## src/rtl/ct_f_spsram_64x108_arb.sv

```systemverilog
// Round-robin write/read arbiter driving one 64x108 single-port SRAM, with an optional
// post-reset zeroing sweep compiled in by defining CT_SPSRAM_ARB_INIT_EN.
module ct_f_spsram_64x108_arb #(
  parameter int ADDR_WIDTH = 6,
  parameter int DATA_WIDTH = 108,
  parameter int LANE_WIDTH = 27
) (
  input  logic                  CLK,
  input  logic                  RST,
  input  logic                  wr_req,
  input  logic [ADDR_WIDTH-1:0] wr_addr,
  input  logic [DATA_WIDTH-1:0] wr_data,
  input  logic [3:0]            wr_lane,
  output logic                  wr_gnt,
  input  logic                  rd_req,
  input  logic [ADDR_WIDTH-1:0] rd_addr,
  output logic                  rd_gnt,
  output logic                  rd_vld,
  output logic [DATA_WIDTH-1:0] rd_data,
  output logic                  init_done,
  output logic [ADDR_WIDTH-1:0] A,
  output logic                  CEN,
  output logic                  GWEN,
  output logic [DATA_WIDTH-1:0] WEN,
  output logic [DATA_WIDTH-1:0] D,
  input  logic [DATA_WIDTH-1:0] Q
);

  localparam int NUM_LANES = 4;

  // Handshake: a requester raises *_req with stable address/data and holds it until the
  // matching *_gnt is high; *_gnt is combinational, and the transfer happens in the cycle
  // where req and gnt are both high (the SRAM samples the pins at the next rising edge).

  logic last_winner_q, last_winner_d;  // 1: write won last, 0: read won last
  logic rd_vld_q, rd_vld_d;
  logic in_init;
  logic run_ok;
  logic [DATA_WIDTH-1:0] lane_wen;

`ifdef CT_SPSRAM_ARB_INIT_EN
  typedef enum logic {ST_INIT = 1'b0, ST_RUN = 1'b1} state_e;
  state_e                state_q, state_d;
  logic [ADDR_WIDTH-1:0] init_ptr_q, init_ptr_d;

  assign in_init   = (state_q == ST_INIT);
  assign init_done = (state_q == ST_RUN);
`else
  assign in_init   = 1'b0;
  assign init_done = 1'b1;
`endif

  // Grants and pins are held idle while RST is high so the macro sees no access during reset.
  assign run_ok = ~RST & ~in_init;
  assign rd_gnt = run_ok & rd_req & (~wr_req | last_winner_q);
  assign wr_gnt = run_ok & wr_req & (~rd_req | ~last_winner_q);

  always_comb begin
    lane_wen = '1;
    for (int i = 0; i < NUM_LANES; i++) begin
      lane_wen[i*LANE_WIDTH +: LANE_WIDTH] = {LANE_WIDTH{~wr_lane[i]}};
    end
  end

  always_comb begin
    CEN  = 1'b1;
    GWEN = 1'b1;
    WEN  = '1;
    A    = '0;
    D    = '0;
    if (!RST) begin
`ifdef CT_SPSRAM_ARB_INIT_EN
      if (in_init) begin
        CEN  = 1'b0;
        GWEN = 1'b0;
        WEN  = '0;
        A    = init_ptr_q;
      end
`endif
      if (wr_gnt) begin
        CEN  = 1'b0;
        GWEN = 1'b0;
        WEN  = lane_wen;
        A    = wr_addr;
        D    = wr_data;
      end else if (rd_gnt) begin
        CEN  = 1'b0;
        A    = rd_addr;
      end
    end
  end

  always_comb begin
    last_winner_d = last_winner_q;
    if (wr_gnt) begin
      last_winner_d = 1'b1;
    end else if (rd_gnt) begin
      last_winner_d = 1'b0;
    end
    rd_vld_d = rd_gnt;
  end

`ifdef CT_SPSRAM_ARB_INIT_EN
  // The pointer wraps to 0 on its own as the last entry is written.
  always_comb begin
    state_d    = state_q;
    init_ptr_d = init_ptr_q;
    if (state_q == ST_INIT) begin
      init_ptr_d = init_ptr_q + 1'b1;
      if (init_ptr_q == '1) begin
        state_d = ST_RUN;
      end
    end
  end
`endif

  always_ff @(posedge CLK) begin
    if (RST) begin
      last_winner_q <= 1'b1;
      rd_vld_q      <= 1'b0;
`ifdef CT_SPSRAM_ARB_INIT_EN
      state_q       <= ST_INIT;
      init_ptr_q    <= '0;
`endif
    end else begin
      last_winner_q <= last_winner_d;
      rd_vld_q      <= rd_vld_d;
`ifdef CT_SPSRAM_ARB_INIT_EN
      state_q       <= state_d;
      init_ptr_q    <= init_ptr_d;
`endif
    end
  end

  assign rd_vld  = rd_vld_q;
  assign rd_data = rd_vld_q ? Q : '0;

endmodule

```

## config.mk

```make
export PLATFORM = sky130hd
export DESIGN_NAME = ct_f_spsram_64x108_arb
export DESIGN_NICKNAME = d
export VERILOG_FILES = /design/src/rtl/ct_f_spsram_64x108_arb.sv
export SDC_FILE = /design/constraint.sdc
export NUM_CORES = 1
export LEC_CHECK = 0
export ABC_CLOCK_PERIOD_IN_PS = 1900
export BUFFER_PORTS_ARGS = -buffer_cell sky130_fd_sc_hd__buf_2
export CORE_AREA = 5 5 222 224
export CTS_BUF_LIST = sky130_fd_sc_hd__clkbuf_8
export DETAILED_ROUTE_END_ITERATION = 7
export DIE_AREA = 0 0 227 229
export GPL_ROUTABILITY_DRIVEN = 0
export PLACE_DENSITY = 0.3
export SETUP_SLACK_MARGIN = 0.1
export SYNTH_ARGS = -nofsm -noshare
export SYNTH_HDL_FRONTEND = slang
export SYNTH_SLANG_ARGS = --single-unit
```

## constraint.sdc

```tcl
create_clock -name CLK -period 1.9 [get_ports CLK]
set_input_delay 0.095 -clock CLK [delete_from_list [all_inputs] [get_ports CLK]]
set_output_delay 0.095 -clock CLK [all_outputs]
set_load 0.02 [all_outputs]
```

# Word level (Yosys, flattened, before mapping)

Cells that the tools add are included.

Word-level logic and storage cells: 30
Register bits after elaboration: 2
Output and inout bits: 336
Memory bits (read-only): 0
Memories: 0
Bits in writable memories: 0
Input port bits: 236
Bits in latches: 0

Divide/modulo/power cells: 0
Equality and inequality tests: 0
Shifts and indexed selects: 0
Add/subtract/negate cells: 0
Muxes and demuxes: 13
Magnitude comparators: 0
$mul: 0
Bitwise gates (word level): 14
Reduce and logical (&&, ||, !) cells: 1

Operator list:

| cell             | count |
|---|---|
| $mux W108        | 5 |
| $mux W6          | 3 |
| $not A1 Y1       | 8 |
| $mux W1          | 5 |
| $and A1 B1 Y1    | 4 |
| $or A1 B1 Y1     | 2 |
| $reduce_or A2 Y1 | 1 |

# Depth between registers and ports, before layout

Gate-level depths: netlist of the first run.

Depth in word-level cells: 6
Mapped depth: 8
Mapped depth without buffers: 3

# Worst setup path before layout of the first run

Ideal clock, no wire load.

Kind: flip-flop to output port
From: reg last_winner_q
To: out WEN[100]
Path buffers: 4
Cell stages (with the launch flop): 8
Data arrival time: 1764 ps
Slack: 41 ps
Data required time: 1805 ps
Cell sequence: dfxtp_1 nand2_2 and3b_1 buf_6 buf_6 buf_6 nand2_1 buf_4

Longest elaborated chain between the ends: 5

Ends and longest elaborated chain:

| item                   | line | text |
|---|---|---|
| start, declared        | 35   | `logic last_winner_q, last_winner_d;` |
| start signal, assigned | 126  | `last_winner_q <= last_winner_d;` |
| $not A1 Y1             | 56   | `assign wr_gnt = run_ok & wr_req & (~rd_req \| ~last_winner_q);` |
| $or A1 B1 Y1           | 56   |  |
| $and A1 B1 Y1          | 56   |  |
| named net wr_gnt       | 14   | `output logic wr_gnt,` |
| $mux W108              | 80   | `if (wr_gnt) begin` |
| $mux W108              | 71   | `if (!RST) begin` |
| end, declared          | 24   | `output logic [DATA_WIDTH-1:0] WEN,` |

The timed path passes the listed nets, and every way through them passes these cells.

# Worst setup path in the final report of the first run

From: reg last_winner_q
To: out WEN[15]

Longest elaborated chain between the ends: 5

Ends and longest elaborated chain:

| item          | line |
|---|---|
| $not A1 Y1    | 56 |
| $or A1 B1 Y1  | 56 |
| $and A1 B1 Y1 | 56 |
| $mux W108     | 80 |
| $mux W108     | 71 |

Every way passes these cells.

==> results.json, run 1 <==
{
  "setup_viol": 0,
  "clk_latency_ns": 0.21,
  "preCtsSetupSlack_ns": 0.401,
  "antenna_found_initial": 4,
  "crit_type": "flip-flop to primary output",
  "synth_area_leaders": "and2_1 (38%), buf_4 (30%), and2_4 (18%)",
  "fin_worst_skew_ns": 0.00213,
  "max_freq_mhz": 602,
  "hold_viol": 0,
  "cts_tree": "done",
  "final_cells": 1450,
  "fin_crit_ns": 1.66,
  "core_area_mm2": 0.0471,
  "seq_area_frac_synth": 0.0152,
  "port_buffers": 570,
  "crit_path_end_kind": "primary output",
  "rr_endpoint": "rd_vld",
  "place_inst": 1447,
  "wl_per_cell_um": 12.4,
  "final_cell_mix": "buf_2 (570), and2_1 (162), and2_4 (54), buf_4 (12), nor2_1 (8)",
  "detail_route.iter0.violations": 64,
  "p_int_w": 0.000666,
  "power_w": 0.00136,
  "core.rowCount": 80,
  "cap_violations": 0,
  "p_switching_w": 0.000694,
  "hold_class": "input pin to flip-flop",
  "place_hpwl_um": 16600,
  "worstPathArrival_ns": 1.56,
  "start_kind": "flip-flop",
  "grtUsageMet2": 0.124,
  "clkTransAtPathRegs_ns": 0.03,
  "routed_via_density": 2.77,
  "required_ns": 1.80,
  "p_leak_nw": 3.28,
  "yosysTopAreaCellShare": 0.384,
  "p_seq_frac": 0.035,
  "antenna_cells": 0,
  "power_density_mw_per_mm2": 247,
  "path_max_fanout": 37,
  "globalRouteMet3Util": 0.0168,
  "layout-drive-gt1-share": 0.774,
  "cts.path.max_buffers": 2,
  "grtUsageMet1": 0.0575,
  "post-route-period-util": 0.874,
  "p_sw_frac": 0.510,
  "fin_setup_tns_ns": 0,
  "routed_wl_um": 18000,
  "avgSynthCellArea_um2": 6.98,
  "syn_nets": 614,
  "grt_use_total": 0.0597,
  "area_delta_synth_final_pct": 109,
  "cts.sinks": 2,
  "endpoint": "WEN[15]",
  "final_common_cell": "buf_2",
  "final_util": 0.117,
  "timing.rr.start": "last_winner_q",
  "status": "finished clean",
  "vias": 4020,
  "synth-seq-cells": 2,
  "grt_pass1_wl_um": 24100,
  "cts_inserted_buffers": 3,
  "grt_busiest_layer": "met2",
  "grt_pass1_vias": 4153,
  "die-area_mm2": 0.0520,
  "finalWorstSetupSlack_ns": 0.240,
  "die_h_um": 229,
  "crit_path_start": "last_winner_q",
  "slew_viol_final": 0,
  "grt_setup_unrepaired": "false",
  "ioPinCount": 572,
  "drt_first_pass_iters": 4,
  "yosysWarnings": 0,
  "yosys.area.top_type": "and2_1",
  "die_w_um": 227,
  "cts-root-buf": "clkbuf_8",
  "combPwrFrac": 0.840,
  "r2r_setup_slack_ns": 0.97,
  "htreeDepth": 1,
  "synth_cell_type_count": 18,
  "grt_overflow_total": 0,
  "ant_nets": 0,
  "final_nets": 1073,
  "syn_area_mm2": 0.00264,
  "grt_start_max_net_pins": 110,
  "clock_power_share": 0.125,
  "netlist_instances": 378,
  "initial_utilization": 0.0559,
  "remaining_drc_errors": 0,
  "ir_drop_uv": 180,
  "ff2ff_path_depth": 3,
  "cts_setup_buffers": 0
}
==> critical path, cell delays in order, from the launching register on <==
cell and delay [ns]:
dfxtp_1 0.36, nand2_2 0.06, and3b_4 0.19, buf_12 0.16, nand2_1 0.12, buf_6 0.20, buf_2 0.20
==> power by group through the flow <==
stage	registers, W	logic (W)	clock network [W]
floorplan	0.0000489	0.000710	0
global route	0.0000484	0.00124	0.000179
CTS	0.0000481	0.00117	0.000175
global placement	0.0000483	0.00117	0
finish	0.0000481	0.00114	0.000170
detailed placement	0.0000486	0.00116	0
==> worst min-delay path by stage <==
stage | startpoint | end | slack, ns | cells past startpoint
detailed placement | wr_req | last_winner_q | 0.41 | 3
floorplan | wr_req | last_winner_q | 0.23 | 2
finish | wr_req | last_winner_q | 0.19 | 3
global route | wr_req | last_winner_q | 0.23 | 3
CTS | wr_req | last_winner_q | 0.19 | 3
global placement | wr_req | last_winner_q | 0.40 | 3
==> routing by layer <==
metal | part of all wire | routed length [um]
met5 | 0 | 0
met4 | 0.016 | 295
met3 | 0.13 | 2430
met2 | 0.52 | 9440
met1 | 0.32 | 5850
==> sequential cells by signal, summed over array words and instances, names as in the netlist <==
register / cells
last_winner_q: 1
rd_vld: 1
==> kinds of logic after synthesis <==
kind of cell | after synthesis | synth area share
AOI/OAI and AO/OA | 9 | 0.0275
buffers and inverters | 133 | 0.363
DFF | 2 | 0.0152
and+or+nand+nor | 233 | 0.593
other | 1 | 0.00142
==> stage by stage <==
step	hold WS [ns]	area, um^2
after global placement	0.404	5460
after CTS	0.189	5500
after floorplan	0.232	2640
final	0.187	5500
after detailed placement	0.408	5460
after global routing	0.231	5500
==> synthesized netlist by cell type <==
cell type    n
a21boi_0     1
a32oi_1      6
and2_1     162
and2_4      54
and3b_1      1
buf_2        1
buf_4      106
buf_6        8
clkbuf_1    17
conb_1       1
dfxtp_1      2
inv_1        1
nand2_1      5
nand2_2      1
nand2b_1     2
nor2_1       8
o21ai_0      1
o21bai_1     1
==> layout make-up <==
class / instances / area (um^2)
clock buffer: 3 / 41.3
fill: 5520 / 41600
multi-input combinational: 243 / 1640
tap: 615 / 769
inverter: 1 / 3.75
sequential: 2 / 41.3
timing repair buffer: 586 / 3010
==> what timing repair did <==
| item | CTS | global route |
|---|---|---|
| hold buffers | 0 | 0 |
| endpoints found under the setup margin | 0 | 23 |
| gates resized for setup | 0 | 2 |
(Power assumes the default switching activity.)
==> inputs of run 2 (changes only) <==
==> constraint.sdc (replaced) <==
create_clock -name CLK -period 1.9 [get_ports CLK]
set_input_delay 0.285 -clock CLK [delete_from_list [all_inputs] [get_ports CLK]]
set_output_delay 0.285 -clock CLK [all_outputs]
set_load 0.02 [all_outputs]
==> run 2 against run 1 <==
Compared with the run above:
- sequential share of layout area down 0.065 points
- critical path depth up 1
- sequential power hardly changed
- total power rose by 12%
- first-iteration DRC count decreased by 6.3%
- die area unchanged
- count of clock-buffer cells in the layout unchanged
- via count is 2.1% higher
- critical path type unchanged
==> results.json, run 2 (same netlist as run 1, synthesis figures left out) <==
{
  "status": "finished clean",
  "drt_first_pass_iters": 4,
  "vias": 4106,
  "hold_start": "rd_req",
  "setup_viol": 0,
  "layout-drive-gt1-share": 0.812,
  "cts.path.max_buffers": 2,
  "grt_pass1_wl_um": 23500,
  "ff2ff_path_depth": 4,
  "wl_per_cell_um": 13.0,
  "r2r_setup_slack_ns": 0.85,
  "htreeDepth": 1,
  "grt_use_total": 0.0579,
  "cts_inserted_buffers": 3,
  "remaining_drc_errors": 0,
  "worstHoldEndpoint": "last_winner_q",
  "grt_setup_unrepaired": "true",
  "power_density_mw_per_mm2": 245,
  "max_freq_mhz": 549,
  "clkTransAtPathRegs_ns": 0.03,
  "fin_area_mm2": 0.00621,
  "detail_route.iter0.violations": 60,
  "fin_crit_ns": 1.82,
  "cts-root-buf": "clkbuf_8",
  "finalWorstSetupSlack_ns": 0.0774,
  "grt_start_max_net_pins": 110,
  "cap_violations": 0,
  "antenna_cells": 0,
  "ioPinCount": 572,
  "area_delta_synth_final_pct": 135,
  "die_w_um": 227,
  "grt_overflow_total": 0,
  "place_hpwl_um": 15200,
  "die_h_um": 229,
  "die-area_mm2": 0.0520,
  "rr_endpoint": "rd_vld",
  "clk_latency_ns": 0.21,
  "cts.sinks": 2,
  "preCtsSetupSlack_ns": 0.0481,
  "final_common_cell": "buf_2",
  "post-route-period-util": 0.959,
  "crit_type": "flip-flop to primary output",
  "core_area_mm2": 0.0471,
  "required_ns": 1.62,
  "hold_depth": 4,
  "slew_viol_final": 0,
  "initial_utilization": 0.0559,
  "start_kind": "flip-flop",
  "cts_tree": "done",
  "timing.rr.start": "last_winner_q",
  "hold_viol": 0,
  "port_buffers": 570,
  "final_nets": 1080,
  "final_cell_mix": "buf_2 (485), and2_1 (136), and2_4 (80), buf_4 (58), buf_6 (33)",
  "ir_drop_uv": 216,
  "core.rowCount": 80,
  "hold_buffers": 0,
  "grt_pass1_vias": 3989,
  "routed_wl_um": 18900,
  "path_max_fanout": 13,
  "placement.cell_area_mm2": 0.00545,
  "crit_path_end_kind": "primary output",
  "ant_nets": 0,
  "crit_path_start": "last_winner_q",
  "fin_worst_skew_ns": 0.00246,
  "fin_setup_tns_ns": 0,
  "p_leak_nw": 3.54,
  "routed_via_density": 2.82,
  "hold_class": "input pin to flip-flop",
  "antenna_found_initial": 3,
  "worstPathArrival_ns": 1.54
}
## run 2: how the worst max path moves through the flow
stage | endpoint | slack [ns] | cells after the start
4_1_cts | D[102] | 0.01 | 7
3_3_place_gp | WEN[9] | 0.06 | 5
5_1_grt | D[10] | 0.03 | 7
2_1_floorplan | WEN[100] | 0.03 | 8
3_5_place_dp | WEN[2] | 0.05 | 5
6_report | WEN[70] | 0.08 | 7
## run 2: critical path, cell delays in order, from the launching register on
cell       delay (ns)
dfxtp_2          0.32
nand2_2          0.05
and3b_4          0.19
buf_12           0.16
buf_16           0.16
nand2_4          0.08
clkbuf_16        0.17
buf_4            0.16
## run 2: timing repair
item,4_1_cts,5_1_grt
pin swaps,0,21
buffers inserted,2,2
setup endpoints to repair,123,197
gates cloned,3,5
resized for setup,35,122
## run 2: through the flow
| stage | instances | power (W) | hold WS (ns) | utilization |
|---|---|---|---|---|
| finish | 1457 | 0.00152 | 0.387 | 0.132 |
| global route | 1457 | 0.00162 | 0.447 | 0.132 |
| CTS | 1450 | 0.00144 | 0.383 | 0.121 |
| detailed placement | 1442 | 0.00120 | 0.542 | 0.116 |
| global placement | 1442 | 0.00121 | 0.557 | 0.116 |
| floorplan | 378 | 0.000759 | 0.422 | - |
## run 2: layout make-up
| type | instances | area, um^2 |
|---|---|---|
| Sequential cell | 2 | 42.5 |
| Fill cell | 5469 | 40900 |
| Tap cell | 615 | 769 |
| Clock buffer | 3 | 41.3 |
| Multi-Input combinational cell | 243 | 1730 |
| Inverter | 1 | 3.75 |
| Timing Repair Buffer | 593 | 3620 |
## run 2: where the power goes
group          total (W)  internal (W)  switching [W]
Combinational    0.00131      0.000606       0.000703
Sequential     0.0000481     0.0000458     0.00000229
Clock           0.000165      0.000134      0.0000309
## run 2: metal layers
| metal | track usage | wire, um | up-vias | part of all wire |
|---|---|---|---|---|
| met5 | 0 | 13 | - | 0.00069 |
| met3 | 0.00832 | 2050 | 14 | 0.11 |
| met2 | 0.121 | 10100 | 323 | 0.54 |
| met1 | 0.0613 | 6590 | 1808 | 0.35 |
| met4 | 0.00617 | 138 | 2 | 0.0073 |
| li1 | - | - | 1959 | - |
==> inputs of run 3 (changes only) <==
--- a/config.mk
+++ b/config.mk
@@ -5,7 +5,7 @@
 export SDC_FILE = /design/constraint.sdc
 export NUM_CORES = 1
 export LEC_CHECK = 0
-export ABC_CLOCK_PERIOD_IN_PS = 1900
+export ABC_CLOCK_PERIOD_IN_PS = 1940
 export BUFFER_PORTS_ARGS = -buffer_cell sky130_fd_sc_hd__buf_2
 export CORE_AREA = 5 5 222 224
 export CTS_BUF_LIST = sky130_fd_sc_hd__clkbuf_8
==> constraint.sdc (replaced) <==
create_clock -name CLK -period 1.94 [get_ports CLK]
set_input_delay 0.291 -clock CLK [delete_from_list [all_inputs] [get_ports CLK]]
set_output_delay 0.291 -clock CLK [all_outputs]
set_load 0.02 [all_outputs]
==> run 3 against run 2 <==
Compared with the run above:
- combinational power barely moved
- clock power barely moved
- clock skew is 0.0018 ns lower
- routed wire length grew 0.39%
- cell area grew 2.7%
- sequential cell count stayed put
- via count decreased by 1.3%
- count of clock-buffer cells in the layout is the same
- cell count grew 0.21%
- critical path type unchanged
- critical endpoint is now D[98]
==> results.json, run 3 (same netlist as run 1, synthesis figures left out) <==
{
  "status": "finished clean",
  "htreeDepth": 1,
  "cts.sinks": 2,
  "port_buffers": 570,
  "ant_nets": 0,
  "wl_per_cell_um": 13.0,
  "top_layer": "met5",
  "core.rowCount": 80,
  "required_ns": 1.65,
  "core_area_mm2": 0.0471,
  "power_w": 0.00152,
  "wl_met3_um": 2050,
  "die-area_mm2": 0.0520,
  "routed_wl_um": 19000,
  "area_delta_synth_final_pct": 142,
  "grt_pass1_wl_um": 24000,
  "crit_type": "flip-flop to primary output",
  "p_leak_nw": 3.63,
  "detail_route.iter0.violations": 80,
  "multiInputGateArea_mm2": 0.00175,
  "die_w_um": 227,
  "crit_cells": 6,
  "hold_buffers": 0,
  "grt_pass1_vias": 3961,
  "final_cells": 1460,
  "remaining_drc_errors": 0,
  "cpPeakStageDelay_ns": 0.31,
  "max_freq_mhz": 543,
  "power_density_mw_per_mm2": 239,
  "fin_setup_tns_ns": 0,
  "place_hpwl_um": 15200,
  "crit_path_end_kind": "primary output",
  "fin_crit_ns": 1.84,
  "grt_start_max_net_pins": 110,
  "hold_class": "input pin to flip-flop",
  "cts.path.max_buffers": 2,
  "drt-met1-wl_um": 6830,
  "cts_inserted_buffers": 3,
  "path_max_fanout": 16,
  "hold_viol": 0,
  "cp_top_family": "buffers and inverters",
  "die_h_um": 229,
  "cts_tree": "done",
  "antenna_cells": 0,
  "antenna_found_initial": 2,
  "setup_viol": 0,
  "grt_use_total": 0.0594,
  "place_inst": 1441,
  "cp_slowest_cell": "dfxtp_2",
  "post-route-period-util": 0.950,
  "initial_utilization": 0.0559,
  "worstPathArrival_ns": 1.55,
  "ff2ff_path_depth": 4,
  "cap_violations": 0,
  "crit_buf_inv": 3,
  "crit_chain": "nand2_2 > and3b_4 > buf_12 > bufbuf_16 > and2_4 > clkbuf_4",
  "clk_latency_ns": 0.21,
  "layout-drive-gt1-share": 0.805,
  "start_kind": "flip-flop",
  "grt_overflow_total": 0,
  "seqCellArea_um2": 42.5,
  "grt_setup_unrepaired": "true",
  "clkTransAtPathRegs_ns": 0.03,
  "cts-root-buf": "clkbuf_8",
  "hold_depth": 4,
  "final_cell_mix": "buf_2 (449), and2_1 (143), buf_4 (86), and2_4 (73), buf_6 (42)",
  "dr_wl_met2_um": 10000,
  "slew_viol_final": 0,
  "fin_worst_skew_ns": 0.000671,
  "nFillCells": 5457,
  "drt_first_pass_iters": 4,
  "ir_drop_uv": 156,
  "ioPinCount": 572,
  "routed_via_density": 2.78,
  "final_common_cell": "buf_2",
  "final_nets": 1083,
  "vias": 4054
}
-- run 3: changes by cell type in the layout (fill, tap and decap cells not counted), sizes merged --
cell,change
buf,+2
bufbuf,+2
clkbuf,-2
nand2,+1
-- run 3: metal layers --
layer / vias up / GRT usage
met4: 2 / 0.00579
met3: 10 / 0.0104
li1: 1967 / -
met1: 1755 / 0.0650
met5: - / 0
met2: 320 / 0.121
-- run 3: timing repair --
item / 4_1_cts / 5_1_grt
gates cloned: 4 / 4
hold endpoints to repair: 0 / 0
pin swaps: 1 / 1
buffers inserted: 6 / 2
gates resized for setup: 52 / 148
endpoints found under the setup margin: 117 / 161
-- run 3: area by class of cell --
type,instances,area share
clock buffer,3,0.00648
timing repair buffer,595,0.591
sequential,2,0.00667
multi-input combinational,244,0.275
tap,615,0.121
inverter,1,0.000589
-- run 3: power by group --
| group | leakage [nW] | internal [W] | total [W] | switching, W |
|---|---|---|---|---|
| Combinational | 3.59 | 0.000618 | 0.00132 | 0.000698 |
| Sequential | 0.0167 | 0.0000449 | 0.0000469 | 0.00000200 |
| Clock | 0.0216 | 0.000131 | 0.000162 | 0.0000306 |
-- run 3: worst paths after layout --
check,from,end,slack [ns]
worst min register to register,last_winner_q,last_winner_q,0.56
worst max register to register,last_winner_q,rd_vld,0.90
worst min-delay path,rd_req,last_winner_q,0.42
worst max-delay path,last_winner_q,D[98],0.1
-- run 3: worst min-delay path, delay by kind of cell --
| family | cells | cell delay [ns] |
|---|---|---|
| compound gates | 1 | 0.07 |
| simple gates | 2 | 0.12 |
| buf+inv | 1 | 0.09 |
-- run 3: metrics by stage --
step	hold WS [ns]	cell area (um^2)	util	worst slack, ns
floorplan	0.428	2650	-	0.0553
global placement	0.554	5430	0.115	0.0970
detailed placement	0.555	5430	0.115	0.0717
CTS	0.388	5860	0.124	0.0331
global route	0.434	6380	0.135	0.0348
finish	0.419	6380	0.135	0.0973
